`src/rtl/risc16_pkg.sv`:
```
// Shared definitions for the 16-bit RISC CPU: function-select and B-mux codes,
// datapath widths and the packed status-flag record.
package risc16_pkg;

    localparam int WIDTH = 16;
    localparam int NREG  = 16;
    localparam int REGW  = $clog2(NREG);
    localparam int PCW   = 6;

    typedef enum logic [3:0] {
        FS_TRA   = 4'b0000,
        FS_INC   = 4'b0001,
        FS_ADD   = 4'b0010,
        FS_ADDC  = 4'b0011,
        FS_ADDNB = 4'b0100,
        FS_SUB   = 4'b0101,
        FS_DEC   = 4'b0110,
        FS_AND   = 4'b1000,
        FS_OR    = 4'b1001,
        FS_XOR   = 4'b1010,
        FS_NOT   = 4'b1011,
        FS_TRB   = 4'b1100,
        FS_SHR   = 4'b1101,
        FS_SHL   = 4'b1110
    } fs_e;

    typedef enum logic [1:0] {
        MB_REG  = 2'b00,
        MB_IMM  = 2'b01,
        MB_PC   = 2'b10,
        MB_ZERO = 2'b11
    } mb_e;

    typedef struct packed {
        logic v;
        logic c;
        logic n;
        logic z;
    } flags_t;

endpackage

```
`src/rtl/risc16_datapath_if.sv`:
```
// Controller <-> datapath bundle: control word and operands in, buses, memory
// port and flags out. The master side is the Controller.
interface risc16_datapath_if;
    import risc16_pkg::*;

    logic             MD;
    logic             RW;
    logic             MW;
    logic [1:0]       MB;
    logic [3:0]       FS;
    logic [REGW-1:0]  DR;
    logic [REGW-1:0]  SA;
    logic [REGW-1:0]  SB;
    logic [PCW-1:0]   PC;
    logic [WIDTH-1:0] imdt;
    logic [WIDTH-1:0] mem_rdata;
    logic [WIDTH-1:0] bus_A;
    logic [WIDTH-1:0] bus_B;
    logic [WIDTH-1:0] mem_addr;
    logic [WIDTH-1:0] mem_wdata;
    logic             mem_we;
    logic             V;
    logic             C;
    logic             N;
    logic             Z;

    modport master (
        output MD, RW, MW, MB, FS, DR, SA, SB, PC, imdt, mem_rdata,
        input  bus_A, bus_B, mem_addr, mem_wdata, mem_we, V, C, N, Z
    );

    modport slave (
        input  MD, RW, MW, MB, FS, DR, SA, SB, PC, imdt, mem_rdata,
        output bus_A, bus_B, mem_addr, mem_wdata, mem_we, V, C, N, Z
    );

endinterface

```
`src/rtl/risc16_regfile.sv`:
```
// 16x16 register file: one synchronous write port, two combinational read
// ports, no write-through bypass, whole array cleared by async reset.
module risc16_regfile
    import risc16_pkg::*;
(
    input  logic             clk,
    input  logic             rst,
    input  logic             we_i,
    input  logic [REGW-1:0]  waddr_i,
    input  logic [WIDTH-1:0] wdata_i,
    input  logic [REGW-1:0]  raddrA_i,
    input  logic [REGW-1:0]  raddrB_i,
    output logic [WIDTH-1:0] rdataA_o,
    output logic [WIDTH-1:0] rdataB_o
);

    logic [WIDTH-1:0] regs_q [NREG];

    always_ff @(posedge clk or posedge rst) begin
        if (rst) begin
            for (int i = 0; i < NREG; i++) begin
                regs_q[i] <= '0;
            end
        end else if (we_i) begin
            regs_q[waddr_i] <= wdata_i;
        end
    end

    assign rdataA_o = regs_q[raddrA_i];
    assign rdataB_o = regs_q[raddrB_i];

endmodule

```
`src/rtl/risc16_datapath.sv`:
```
// Execution datapath: register file, B-operand mux, function unit and the
// V/C/N/Z flag register feeding branch decisions back to the Controller.
module risc16_datapath
    import risc16_pkg::*;
(
    input  logic             clk,
    input  logic             rst,
    risc16_datapath_if.slave bus
);

    logic [WIDTH-1:0] busA;
    logic [WIDTH-1:0] regB;
    logic [WIDTH-1:0] busB;
    logic [WIDTH-1:0] bAdj;
    logic [WIDTH-1:0] fOut;
    logic [WIDTH-1:0] wData;
    logic [WIDTH:0]   sum;
    logic             cin;
    logic             useAdder;
    flags_t           flags_q;
    flags_t           flags_d;

    risc16_regfile u_regfile (
        .clk      (clk),
        .rst      (rst),
        .we_i     (bus.RW),
        .waddr_i  (bus.DR),
        .wdata_i  (wData),
        .raddrA_i (bus.SA),
        .raddrB_i (bus.SB),
        .rdataA_o (busA),
        .rdataB_o (regB)
    );

    always_comb begin
        busB = '0;
        case (bus.MB)
            MB_REG:  busB = regB;
            MB_IMM:  busB = bus.imdt;
            MB_PC:   busB = {{(WIDTH-PCW){1'b0}}, bus.PC};
            default: busB = '0;
        endcase
    end

    // Every arithmetic code is one 17-bit add of A, an adjusted B and a carry-in;
    // bit 16 of that sum is the carry flag.
    always_comb begin
        bAdj     = '0;
        cin      = 1'b0;
        useAdder = 1'b0;
        fOut     = busA;
        case (bus.FS)
            FS_INC:   begin useAdder = 1'b1; cin = 1'b1; end
            FS_ADD:   begin useAdder = 1'b1; bAdj = busB; end
            FS_ADDC:  begin useAdder = 1'b1; bAdj = busB; cin = 1'b1; end
            FS_ADDNB: begin useAdder = 1'b1; bAdj = ~busB; end
            FS_SUB:   begin useAdder = 1'b1; bAdj = ~busB; cin = 1'b1; end
            FS_DEC:   begin useAdder = 1'b1; bAdj = '1; end
            FS_AND:   fOut = busA & busB;
            FS_OR:    fOut = busA | busB;
            FS_XOR:   fOut = busA ^ busB;
            FS_NOT:   fOut = ~busA;
            FS_TRB:   fOut = busB;
            FS_SHR:   fOut = {1'b0, busB[WIDTH-1:1]};
            FS_SHL:   fOut = {busB[WIDTH-2:0], 1'b0};
            4'b1111:  fOut = busB;
            default:  fOut = busA;
        endcase
        sum = {1'b0, busA} + {1'b0, bAdj} + {{WIDTH{1'b0}}, cin};
        if (useAdder) begin
            fOut = sum[WIDTH-1:0];
        end
    end

    assign wData = bus.MD ? bus.mem_rdata : fOut;

    // Flags only track function-unit results written back; loads and idle cycles hold them.
    always_comb begin
        flags_d = flags_q;
        if (bus.RW && !bus.MD) begin
            flags_d.z = (fOut == '0);
            flags_d.n = fOut[WIDTH-1];
            flags_d.c = useAdder & sum[WIDTH];
            flags_d.v = useAdder & (busA[WIDTH-1] == bAdj[WIDTH-1])
                                 & (fOut[WIDTH-1] != busA[WIDTH-1]);
        end
    end

    always_ff @(posedge clk or posedge rst) begin
        if (rst) begin
            flags_q <= '0;
        end else begin
            flags_q <= flags_d;
        end
    end

    assign bus.bus_A     = busA;
    assign bus.bus_B     = busB;
    assign bus.mem_addr  = busA;
    assign bus.mem_wdata = busB;
    assign bus.mem_we    = bus.MW & ~rst;
    assign bus.V         = flags_q.v;
    assign bus.C         = flags_q.c;
    assign bus.N         = flags_q.n;
    assign bus.Z         = flags_q.z;

endmodule
```
`src/flat_wrapper.sv`:
```
// flat-port wrapper written by rule: the top's interface ports become plain ports
module risc16_datapath_flat import risc16_pkg::*;
  (clk, rst, bus_MD, bus_RW, bus_MW, bus_MB, bus_FS, bus_DR, bus_SA, bus_SB, bus_PC, bus_imdt, bus_mem_rdata, bus_bus_A, bus_bus_B, bus_mem_addr, bus_mem_wdata, bus_mem_we, bus_V, bus_C, bus_N, bus_Z);
  risc16_datapath_if bus_i ();
  input  logic clk;
  input  logic rst;
  input wire logic [$bits(bus_i.MD)-1:0] bus_MD;
  input wire logic [$bits(bus_i.RW)-1:0] bus_RW;
  input wire logic [$bits(bus_i.MW)-1:0] bus_MW;
  input wire logic [$bits(bus_i.MB)-1:0] bus_MB;
  input wire logic [$bits(bus_i.FS)-1:0] bus_FS;
  input wire logic [$bits(bus_i.DR)-1:0] bus_DR;
  input wire logic [$bits(bus_i.SA)-1:0] bus_SA;
  input wire logic [$bits(bus_i.SB)-1:0] bus_SB;
  input wire logic [$bits(bus_i.PC)-1:0] bus_PC;
  input wire logic [$bits(bus_i.imdt)-1:0] bus_imdt;
  input wire logic [$bits(bus_i.mem_rdata)-1:0] bus_mem_rdata;
  output wire logic [$bits(bus_i.bus_A)-1:0] bus_bus_A;
  output wire logic [$bits(bus_i.bus_B)-1:0] bus_bus_B;
  output wire logic [$bits(bus_i.mem_addr)-1:0] bus_mem_addr;
  output wire logic [$bits(bus_i.mem_wdata)-1:0] bus_mem_wdata;
  output wire logic [$bits(bus_i.mem_we)-1:0] bus_mem_we;
  output wire logic [$bits(bus_i.V)-1:0] bus_V;
  output wire logic [$bits(bus_i.C)-1:0] bus_C;
  output wire logic [$bits(bus_i.N)-1:0] bus_N;
  output wire logic [$bits(bus_i.Z)-1:0] bus_Z;
  assign bus_i.MD = bus_MD;
  assign bus_i.RW = bus_RW;
  assign bus_i.MW = bus_MW;
  assign bus_i.MB = bus_MB;
  assign bus_i.FS = bus_FS;
  assign bus_i.DR = bus_DR;
  assign bus_i.SA = bus_SA;
  assign bus_i.SB = bus_SB;
  assign bus_i.PC = bus_PC;
  assign bus_i.imdt = bus_imdt;
  assign bus_i.mem_rdata = bus_mem_rdata;
  assign bus_bus_A = bus_i.bus_A;
  assign bus_bus_B = bus_i.bus_B;
  assign bus_mem_addr = bus_i.mem_addr;
  assign bus_mem_wdata = bus_i.mem_wdata;
  assign bus_mem_we = bus_i.mem_we;
  assign bus_V = bus_i.V;
  assign bus_C = bus_i.C;
  assign bus_N = bus_i.N;
  assign bus_Z = bus_i.Z;
  risc16_datapath u_core (.clk(clk), .rst(rst), .bus(bus_i));
endmodule
```
`config.mk`:
```
export PLATFORM = sky130hd
export DESIGN_NAME = risc16_datapath_flat
export DESIGN_NICKNAME = d
export VERILOG_FILES = /design/src/rtl/risc16_pkg.sv /design/src/rtl/risc16_datapath_if.sv /design/src/rtl/risc16_regfile.sv /design/src/rtl/risc16_datapath.sv /design/src/flat_wrapper.sv
export SDC_FILE = /design/constraint.sdc
export NUM_CORES = 1
export LEC_CHECK = 0
export ABC_AREA = 1
export CELL_PAD_IN_SITES_DETAIL_PLACEMENT = 0
export CELL_PAD_IN_SITES_GLOBAL_PLACEMENT = 1
export CORE_MARGIN = 2
export CORE_UTILIZATION = 44
export DETAILED_ROUTE_END_ITERATION = 16
export PLACE_DENSITY = 0.78
export SYNTH_ARGS = -nofsm -noshare
export SYNTH_HDL_FRONTEND = slang
export SYNTH_SLANG_ARGS = --single-unit
```
`constraint.sdc`:
```
create_clock -name clk -period 10.4 [get_ports clk]
set_input_delay 2.6 -clock clk [delete_from_list [all_inputs] [get_ports clk]]
set_output_delay 2.6 -clock clk [all_outputs]
set_load 0.01 [all_outputs]
```
After elaboration in Yosys (flattened, before gate mapping):

Cells that the tools add are included.
W data, S select, Z words.

* memories: 0
* bits in latches: 0
* register bits: 260
* bits in read-only memories: 0
* RAM bits: 0
* input bits: 61
* output and inout bits: 69

* bitwise logic cells: 13
* order comparisons: 4
* multiply operators: 0
* $add $sub $neg: 2
* mux-type cells: 16
* divide/modulo/power cells: 0
* shift operators: 0
* reduce and logical (&&, ||, !) cells: 10
* equality and inequality tests: 18

Operators with widths (number)
* $bwmux W256: 1
* $bmux W16 S4: 2
* $mux W16: 7
* $pmux W16 S7: 1
* $pmux W16 S3: 2
* $demux W16 S4: 1
* $eq A4 B4 Y1 const B: 8
* $not A16 Y16: 2
* $add A16 B16 Y17: 1
* $add A17 B1 Y17: 1
* $and A16 B16 Y16: 1
* $logic_not A16 Y1: 1
* $or A16 B16 Y16: 1
* $xor A16 B16 Y16: 1
* $ge A5 B5 Y1 const B: 3
* $not A4 Y5: 3
* $eq A4 B3 Y1 const B: 3
* $eq A4 B2 Y1 const B: 2
* $reduce_or A2 Y1: 3
* $reduce_or A6 Y1: 1
* $lt A5 B1 Y1 const B: 1
* $and A1 B1 Y1: 4
* $eq A4 B1 Y1 const B: 1
* $reduce_or A3 Y1: 1
* other kinds (9): 11

Logic depth before layout (Yosys ltp):

Gate-level depths: netlist of run 1.

* depth in word-level cells: 12
* mapped depth: 31
* mapped depth without buffers: 28

By module:

A second synthesis of run 1 with hierarchy kept.

* cells, all modules: 3005
* area total of the unflattened synthesis: 18808.0 µm²

Modules (own cells, without submodules)
* risc16_regfile: instances 1, cells an instance 2238, area each 14821.7 µm²
* risc16_datapath: instances 1, cells an instance 767, area each 3986.3 µm²

Worst setup path after synthesis of run 1:

OpenSTA, ideal clock, no wires.

* path type: in2out
* start: input port bus_SB[1]
* end: output port bus_mem_wdata[5]
* data arrival time: 3.827 ns
* setup slack: 3.973 ns
* stages: 12
* buffers on the path: 4
* data required time: 7.800 ns
* path through: buf_2 -> inv_2 -> buf_4 -> buf_6 -> nor2_1 -> nand2_1 -> nand3_1 -> nand3_1 -> nand2_1 -> nand2_1 -> nand2_1 -> buf_4

* cells in the longest elaborated chain, start to end: 5

Ends and longest elaborated chain
* start, declared: line flat_wrapper.sv:14 `input wire logic [$bits(bus_i.SB)-1:0] bus_SB;`
* $not A4 Y5 (not written as such): line risc16_regfile.sv:30 `assign rdataB_o = regs_q[raddrB_i];`
* $bmux W16 S4: line risc16_regfile.sv:30
* $mux W16 (not written as such) (2 in series): line risc16_regfile.sv:30
* $pmux W16 S3: line risc16_datapath.sv:37 `case (bus.MB)`
* end, declared: line flat_wrapper.sv:21 `output wire logic [$bits(bus_i.mem_wdata)-1:0] bus_mem_wdata;`

Every way passes these cells. The select of a mux whose other input is x is not followed.

Final worst setup path of run 1:

* start: input port bus_SA[3]
* end: output port bus_bus_A[1]

* cells in the longest elaborated chain, start to end: 4

Ends and longest elaborated chain
* start, declared: line flat_wrapper.sv:13 `input wire logic [$bits(bus_i.SA)-1:0] bus_SA;`
* $not A4 Y5 (not written as such): line risc16_regfile.sv:29 `assign rdataA_o = regs_q[raddrA_i];`
* $bmux W16 S4: line risc16_regfile.sv:29
* $mux W16 (not written as such) (2 in series): line risc16_regfile.sv:29
* end, declared: line flat_wrapper.sv:18 `output wire logic [$bits(bus_i.bus_A)-1:0] bus_bus_A;`

Every way passes these cells. The select of a mux whose other input is x is not followed.

==> results.py, run 1 <==
metrics = {
    "grt": {
        "grt_max_degree": 170,
        "grt_pass1_vias": 17567,
        "grt_first_pass_wirelength_mm": 106,
        "grt_antenna_before_repair": 1,
        "grt.overflow.total": 0,
        "grt_usage_pct": 31.1,
    },
    "finish": {
        "fill_cells": 4215,
        "final_common_cell": "nand2_1",
        "post-route-cell-area_um2": 20700,
        "drive_gt1_share_pct": 7.26,
        "syn_to_final_growth_pct": 11.9,
        "nets": 2812,
        "final_cell_mix": "nand2_1 (831), nand3_1 (329), inv_1 (268)",
        "fin_util_pct": 49.6,
        "diodes": 0,
    },
    "worst_setup_path": {
        "start_kind": "input port",
        "r2r_slack_ns": 6.04,
        "arrival_ns": 6.03,
        "critical-path-slowest-cell": "inv_1",
        "slowest_delay_ns": 1.04,
        "path_max_fanout": 16,
        "crit_path_end_kind": "output pin",
        "startpoint": "bus_SA[3]",
        "crit_chain": "clkdlybuf4s50_1 > inv_1 > nand3_1 > nand2_1 > clkdlybuf4s50_1",
        "required_ns": 7.80,
        "crit_path_frequent_cell": "clkdlybuf4s50_1",
        "timing_worst_setup_path_type": "input port to output pin",
        "crit_end": "bus_bus_A[1]",
        "path_buf_inv": 3,
        "crit_cells": 5,
        "rr_endpoint": "u_core.u_regfile.regs_q[218]",
        "cpLargestDelayFamily": "buffers and inverters",
        "reg2reg_from": "u_core.u_regfile.regs_q[16]",
        "rr_worst_depth": 24,
    },
    "timing": {
        "finalHoldViolations": 0,
        "rsz0062_at_grt": "false",
        "tightest_slew_ns": 1.08,
        "relSlewSlack_pct": 27.8,
        "period_minus_slack_ns": 8.63,
        "drv_slew": 0,
        "setup_tns_ns": 0,
        "finClkSkew_ns": 0.0140,
        "max_clock_freq_mhz": 116,
        "setup_viol": 0,
        "period_share_pct": 83.0,
        "setup_slack_ns": 1.77,
    },
    "floorplan": {
        "pin_count": 130,
        "dieHeight_um": 209,
        "die_area_um2": 43800,
        "core_area_um2": 41800,
        "die_w_um": 209,
        "rows": 75,
        "initial_core_util_pct": 44.4,
    },
    "power": {
        "p_comb_share_pct": 29.3,
        "powerDensity_nw_per_um2": 177,
        "power_frac_seq_pct": 38.2,
        "power_frac_clock_pct": 32.5,
        "p_leak_uw": 0.0100,
        "vdd_drop_max_mv": 0.148,
        "finalPower_uw": 3680,
        "swShare_pct": 34.9,
        "p_int_uw": 2390,
        "p_sw_uw": 1280,
    },
    "drt": {
        "routed_wl_mm": 67.5,
        "drtAntennaViolNets": 0,
        "drtPass1Iterations": 6,
        "detail_route.wl_per_cell_um": 20.7,
        "drc": 0,
        "drt_iter0_markers": 1921,
        "vias_per_cell": 5.65,
        "via_count": 18450,
    },
    "placement": {
        "io_buffers": 129,
        "hpwl_mm": 42.9,
        "dp_slack_ns": 1.86,
        "gp_congestion": 0.890,
        "placed_area_um2": 19600,
    },
    "status": {
        "status": "complete, no violations",
    },
    "yosys": {
        "synth_edf_count": 0,
        "synthFlopType": "dfrtp_1",
        "synth_top_family_by_area": "simple AND/OR/NAND/NOR gates",
        "synth_largest_area_cell": "dfrtp_1",
        "avgSynthCellArea_um2": 6.81,
        "ys_top_cells_by_area": "dfrtp_1 (35%), nand2_1 (17%), nand3_1 (8.9%)",
        "synthSimpleGateAreaFrac_pct": 29.4,
        "syn-cell-area_um2": 18500,
        "synthArstFlopShare_pct": 100,
        "synth-xor-area-share_pct": 0.0473,
        "synthCells": 2721,
        "synth.area.mux_share_pct": 0.243,
        "ys_seq_area_share_pct": 35.1,
        "yosys_warnings": 0,
        "yosys.area_share.adder_pct": 3.39,
        "synth-compound-area-share_pct": 19.6,
        "yosys.area.top_type_share_pct": 35.1,
        "synth-seq-cells": 260,
        "synth_cell_types": 39,
        "syn_nets": 2831,
    },
    "cts": {
        "postCtsSetupRepairBufs": 0,
        "cts_made_buffers": 30,
        "ctsResizeCount": 0,
        "cts_tree": "done",
        "clock_latency_ns": 0.58,
        "clock_sinks": 260,
        "cts-root-buf": "clkbuf_16",
        "cts_buffer_depth": 3,
        "htree_levels": 1,
        "clkTransAtPathRegs_ns": 0.06,
        "cts_hold_buffers": 0,
    },
    "flow_run": {
        "drv_cap": 0,
    },
    "hold_path": {
        "holdCritPathClass": "flip-flop to flip-flop",
    },
}
==> cells in the mapped netlist, types with 5 or more instances <==
cell      number
dfrtp_1      260
nor3_1         5
inv_2          7
nand3_1      329
o21bai_1       9
clkbuf_1      88
o211ai_1     102
o21ai_0      219
buf_1          8
o21ai_2       66
buf_6         18
o2111a_1      16
a21oi_1       86
buf_4         49
ha_1          47
nand2_2        8
buf_2         59
inv_1        269
nand2_1      831
o21ai_1       85
nor2_1       123
==> layout make-up <==
| class | count | area, µm² | share of cell area, % |
|---|---|---|---|
| well taps | 539 | 674 | 3.25 |
| flip-flops and latches | 260 | 6510 | 31.4 |
| multi-input cells | 1960 | 9750 | 47.0 |
| clock buffers | 45 | 948 | 4.57 |
| inverters | 279 | 1060 | 5.10 |
| repair buffers | 171 | 1610 | 7.79 |
| clock inverters | 11 | 180 | 0.869 |
==> tightest hold or removal path, cell delays in order, from the launching register on <==
cell     delay [ns]
dfrtp_1        0.34
nand2_1        0.07
o21ai_2        0.05
==> state kept, by name, indices dropped and copies added, names as in the netlist <==
| name | flops |
|---|---|
| u_core.bus.C | 1 |
| u_core.bus.N | 1 |
| u_core.bus.V | 1 |
| u_core.bus.Z | 1 |
| u_core.u_regfile.regs_q | 256 |
==> through the flow <==
| stage | hold slack, ns | cells |
|---|---|---|
| 3_3_place_gp | 0.466 | 3209 |
| 3_5_place_dp | 0.468 | 3209 |
| 4_1_cts | 0.483 | 3265 |
| 6_report | 0.482 | 3265 |
| 2_1_floorplan | 0.453 | 2721 |
| 5_1_grt | 0.491 | 3265 |
==> per-layer routing <==
| layer | up-vias | global-route usage [%] | part of all wire (%) |
|---|---|---|---|
| met5 | - | 0 | 0.019 |
| met4 | 2 | 7.98 | 2.1 |
| li1 | 8835 | - | - |
| met3 | 97 | 3.05 | 6.9 |
| met2 | 751 | 52.0 | 47 |
| met1 | 8765 | 43.2 | 44 |
==> worst min path at each step <==
stage                                       from                      endpoint  depth (start not counted)
finish               u_core.u_regfile.regs_q[50]   u_core.u_regfile.regs_q[50]                          2
global route         u_core.u_regfile.regs_q[45]   u_core.u_regfile.regs_q[45]                          2
CTS                 u_core.u_regfile.regs_q[207]  u_core.u_regfile.regs_q[207]                          2
detailed placement  u_core.u_regfile.regs_q[207]  u_core.u_regfile.regs_q[207]                          2
global placement    u_core.u_regfile.regs_q[155]  u_core.u_regfile.regs_q[155]                          2
floorplan             u_core.u_regfile.regs_q[0]    u_core.u_regfile.regs_q[0]                          2
==> kinds of logic after synthesis <==
kind of cell | count (synthesis)
compound gates | 593
xor+xnor | 1
buf+inv | 501
flops | 260
fa+ha+maj | 49
mux | 2
simple gates | 1315
==> power groups by stage <==
stage	clock (µW)	sequential, µW	combinational [µW]
finish	1190	1400	1080
global route	1250	1430	1230
CTS	1210	1400	1080
detailed placement	0	1410	1070
global placement	0	1410	1050
floorplan	0	1380	792
Note: power is estimated with default switching activity, not from simulation.
==> run 2: changes to the inputs <==
Settings changed: CORE_UTILIZATION 44 to 39, PLACE_DENSITY 0.78 to 0.73.
Clock period 10.4 ns to 7.35 ns, I/O delays scaled along.
==> results.py, run 2 (synthesized netlist as in run 1, its figures left out) <==
metrics = {
    "drt": {
        "top_layer": "met4",
        "via_count": 18516,
        "drc": 0,
        "met3_length_mm": 4.70,
        "drtAntennaViolNets": 0,
        "vias_per_cell": 5.54,
        "drt_iter0_markers": 2009,
        "routed_wl_mm": 69.9,
        "detail_route.wl_per_cell_um": 20.9,
        "drtPass1Iterations": 6,
        "wl_met2_mm": 31.9,
        "wl_met1_mm": 31.7,
    },
    "worst_setup_path": {
        "crit_path_end_kind": "output pin",
        "arrival_ns": 4.58,
        "start_kind": "input port",
        "crit_path_frequent_cell": "nand2_1",
        "timing_worst_setup_path_type": "input port to output pin",
        "slowest_delay_ns": 0.63,
        "path_max_fanout": 84,
        "required_ns": 5.51,
        "crit_chain": "buf_6 > inv_1 > buf_4 > nand2_1 > nand3_1 > nand3_1 > nand3_1 > nand2_1 > nand2_1 > nand2_1 > clkdlybuf4s50_1",
        "critical-path-slowest-cell": "clkdlybuf4s50_1",
    },
    "finish": {
        "final_cell_mix": "nand2_1 (827), nand3_1 (329), inv_1 (268)",
        "nets": 2827,
        "syn_to_final_growth_pct": 12.3,
        "diodes": 0,
        "final_common_cell": "nand2_1",
        "drive_gt1_share_pct": 7.67,
        "fin_util_pct": 44.5,
        "top_register": "u_core.u_regfile.regs_q",
        "largest_reg_flops": 256,
    },
    "floorplan": {
        "core_area_um2": 46800,
        "initial_core_util_pct": 39.6,
        "die_area_um2": 49300,
        "dieHeight_um": 222,
        "die_w_um": 222,
        "pin_count": 130,
        "rows": 79,
    },
    "cts": {
        "cts_hold_buffers": 0,
        "ctsResizeCount": 0,
        "htree_levels": 1,
        "cts-root-buf": "clkbuf_16",
        "clock_sinks": 260,
        "postCtsSetupRepairBufs": 0,
        "clock_latency_ns": 0.60,
        "cts_made_buffers": 31,
        "cts_tree": "done",
        "clkTransAtPathRegs_ns": 0.06,
        "cts_buffer_depth": 3,
    },
    "grt": {
        "grt.overflow.total": 0,
        "grt_usage_pct": 28.3,
        "grt_first_pass_wirelength_mm": 108,
        "grt_pass1_vias": 17647,
        "grt_antenna_before_repair": 0,
        "grt_max_degree": 88,
    },
    "timing": {
        "period_minus_slack_ns": 6.42,
        "rsz0062_at_grt": "false",
        "tightest_slew_ns": 1.09,
        "finClkSkew_ns": 0.0316,
        "period_share_pct": 87.3,
        "whs_ns": 0.478,
        "finalHoldViolations": 0,
        "setup_tns_ns": 0,
        "setup_viol": 0,
        "max_clock_freq_mhz": 156,
        "relSlewSlack_pct": 26.5,
        "drv_slew": 0,
    },
    "placement": {
        "io_buffers": 129,
        "hpwl_mm": 45.1,
        "gp_congestion": 0.937,
    },
    "power": {
        "powerDensity_nw_per_um2": 245,
        "vdd_drop_max_mv": 0.187,
        "p_leak_uw": 0.0100,
        "finalPower_uw": 5100,
    },
    "hold_path": {
        "holdCritPathClass": "flip-flop to flip-flop",
    },
    "status": {
        "status": "complete, no violations",
    },
    "flow_run": {
        "drv_cap": 0,
    },
}
[run 2: layer usage]
metal  vias to the layer above  global-route usage [%]
met5                         -                       0
met4                         0                    7.35
met3                       103                    3.51
met2                       738                    46.1
met1                      8788                    39.7
li1                       8887                       -
[run 2: path summary, 6_finish.rpt]
check                                              from                           end  cells past startpoint  slack, ns
max                                           bus_SB[0]                  bus_bus_B[2]                     11       0.93
min                        u_core.u_regfile.regs_q[155]  u_core.u_regfile.regs_q[155]                      2       0.48
max reg2reg                u_core.u_regfile.regs_q[176]  u_core.u_regfile.regs_q[186]                     24       3.18
min reg2reg                u_core.u_regfile.regs_q[155]  u_core.u_regfile.regs_q[155]                      2       0.48
max in group asynchronous                           rst  u_core.u_regfile.regs_q[156]                      3       4.19
min in group asynchronous                           rst  u_core.u_regfile.regs_q[178]                      2       1.84
[run 2: final cells by class]
type	instances	area (µm²)
Clock buffer	45	898
Sequential cell	260	6510
Timing Repair Buffer	185	1710
Inverter	279	1050
Multi-Input combinational cell	1960	9760
Clock inverter	9	124
Fill cell	4843	25900
Tap cell	607	759
[run 2: stage by stage]
| stage | area [µm²] | instances | setup slack, ns |
|---|---|---|---|
| CTS | 20800 | 3345 | 0.952 |
| global placement | 19800 | 3291 | 0.941 |
| detailed placement | 19800 | 3291 | 0.915 |
| global route | 20800 | 3345 | 0.775 |
| finish | 20800 | 3345 | 0.931 |
| floorplan | 18500 | 2721 | 2.07 |
[run 2: report_power, final]
| group | internal (µW) | leakage [µW] | total [µW] | switching, µW |
|---|---|---|---|---|
| registers | 1770 | 0.00331 | 1990 | 218 |
| logic | 562 | 0.00623 | 1540 | 979 |
| clock network | 942 | 0.000507 | 1570 | 630 |
| total | 3270 | 0.0100 | 5100 | 1830 |
[run 2: critical path: cells and delay by family]
| kind | cells | cell delay (ns) |
|---|---|---|
| buf+inv | 4 | 1.51 |
| simple gates | 7 | 1.15 |
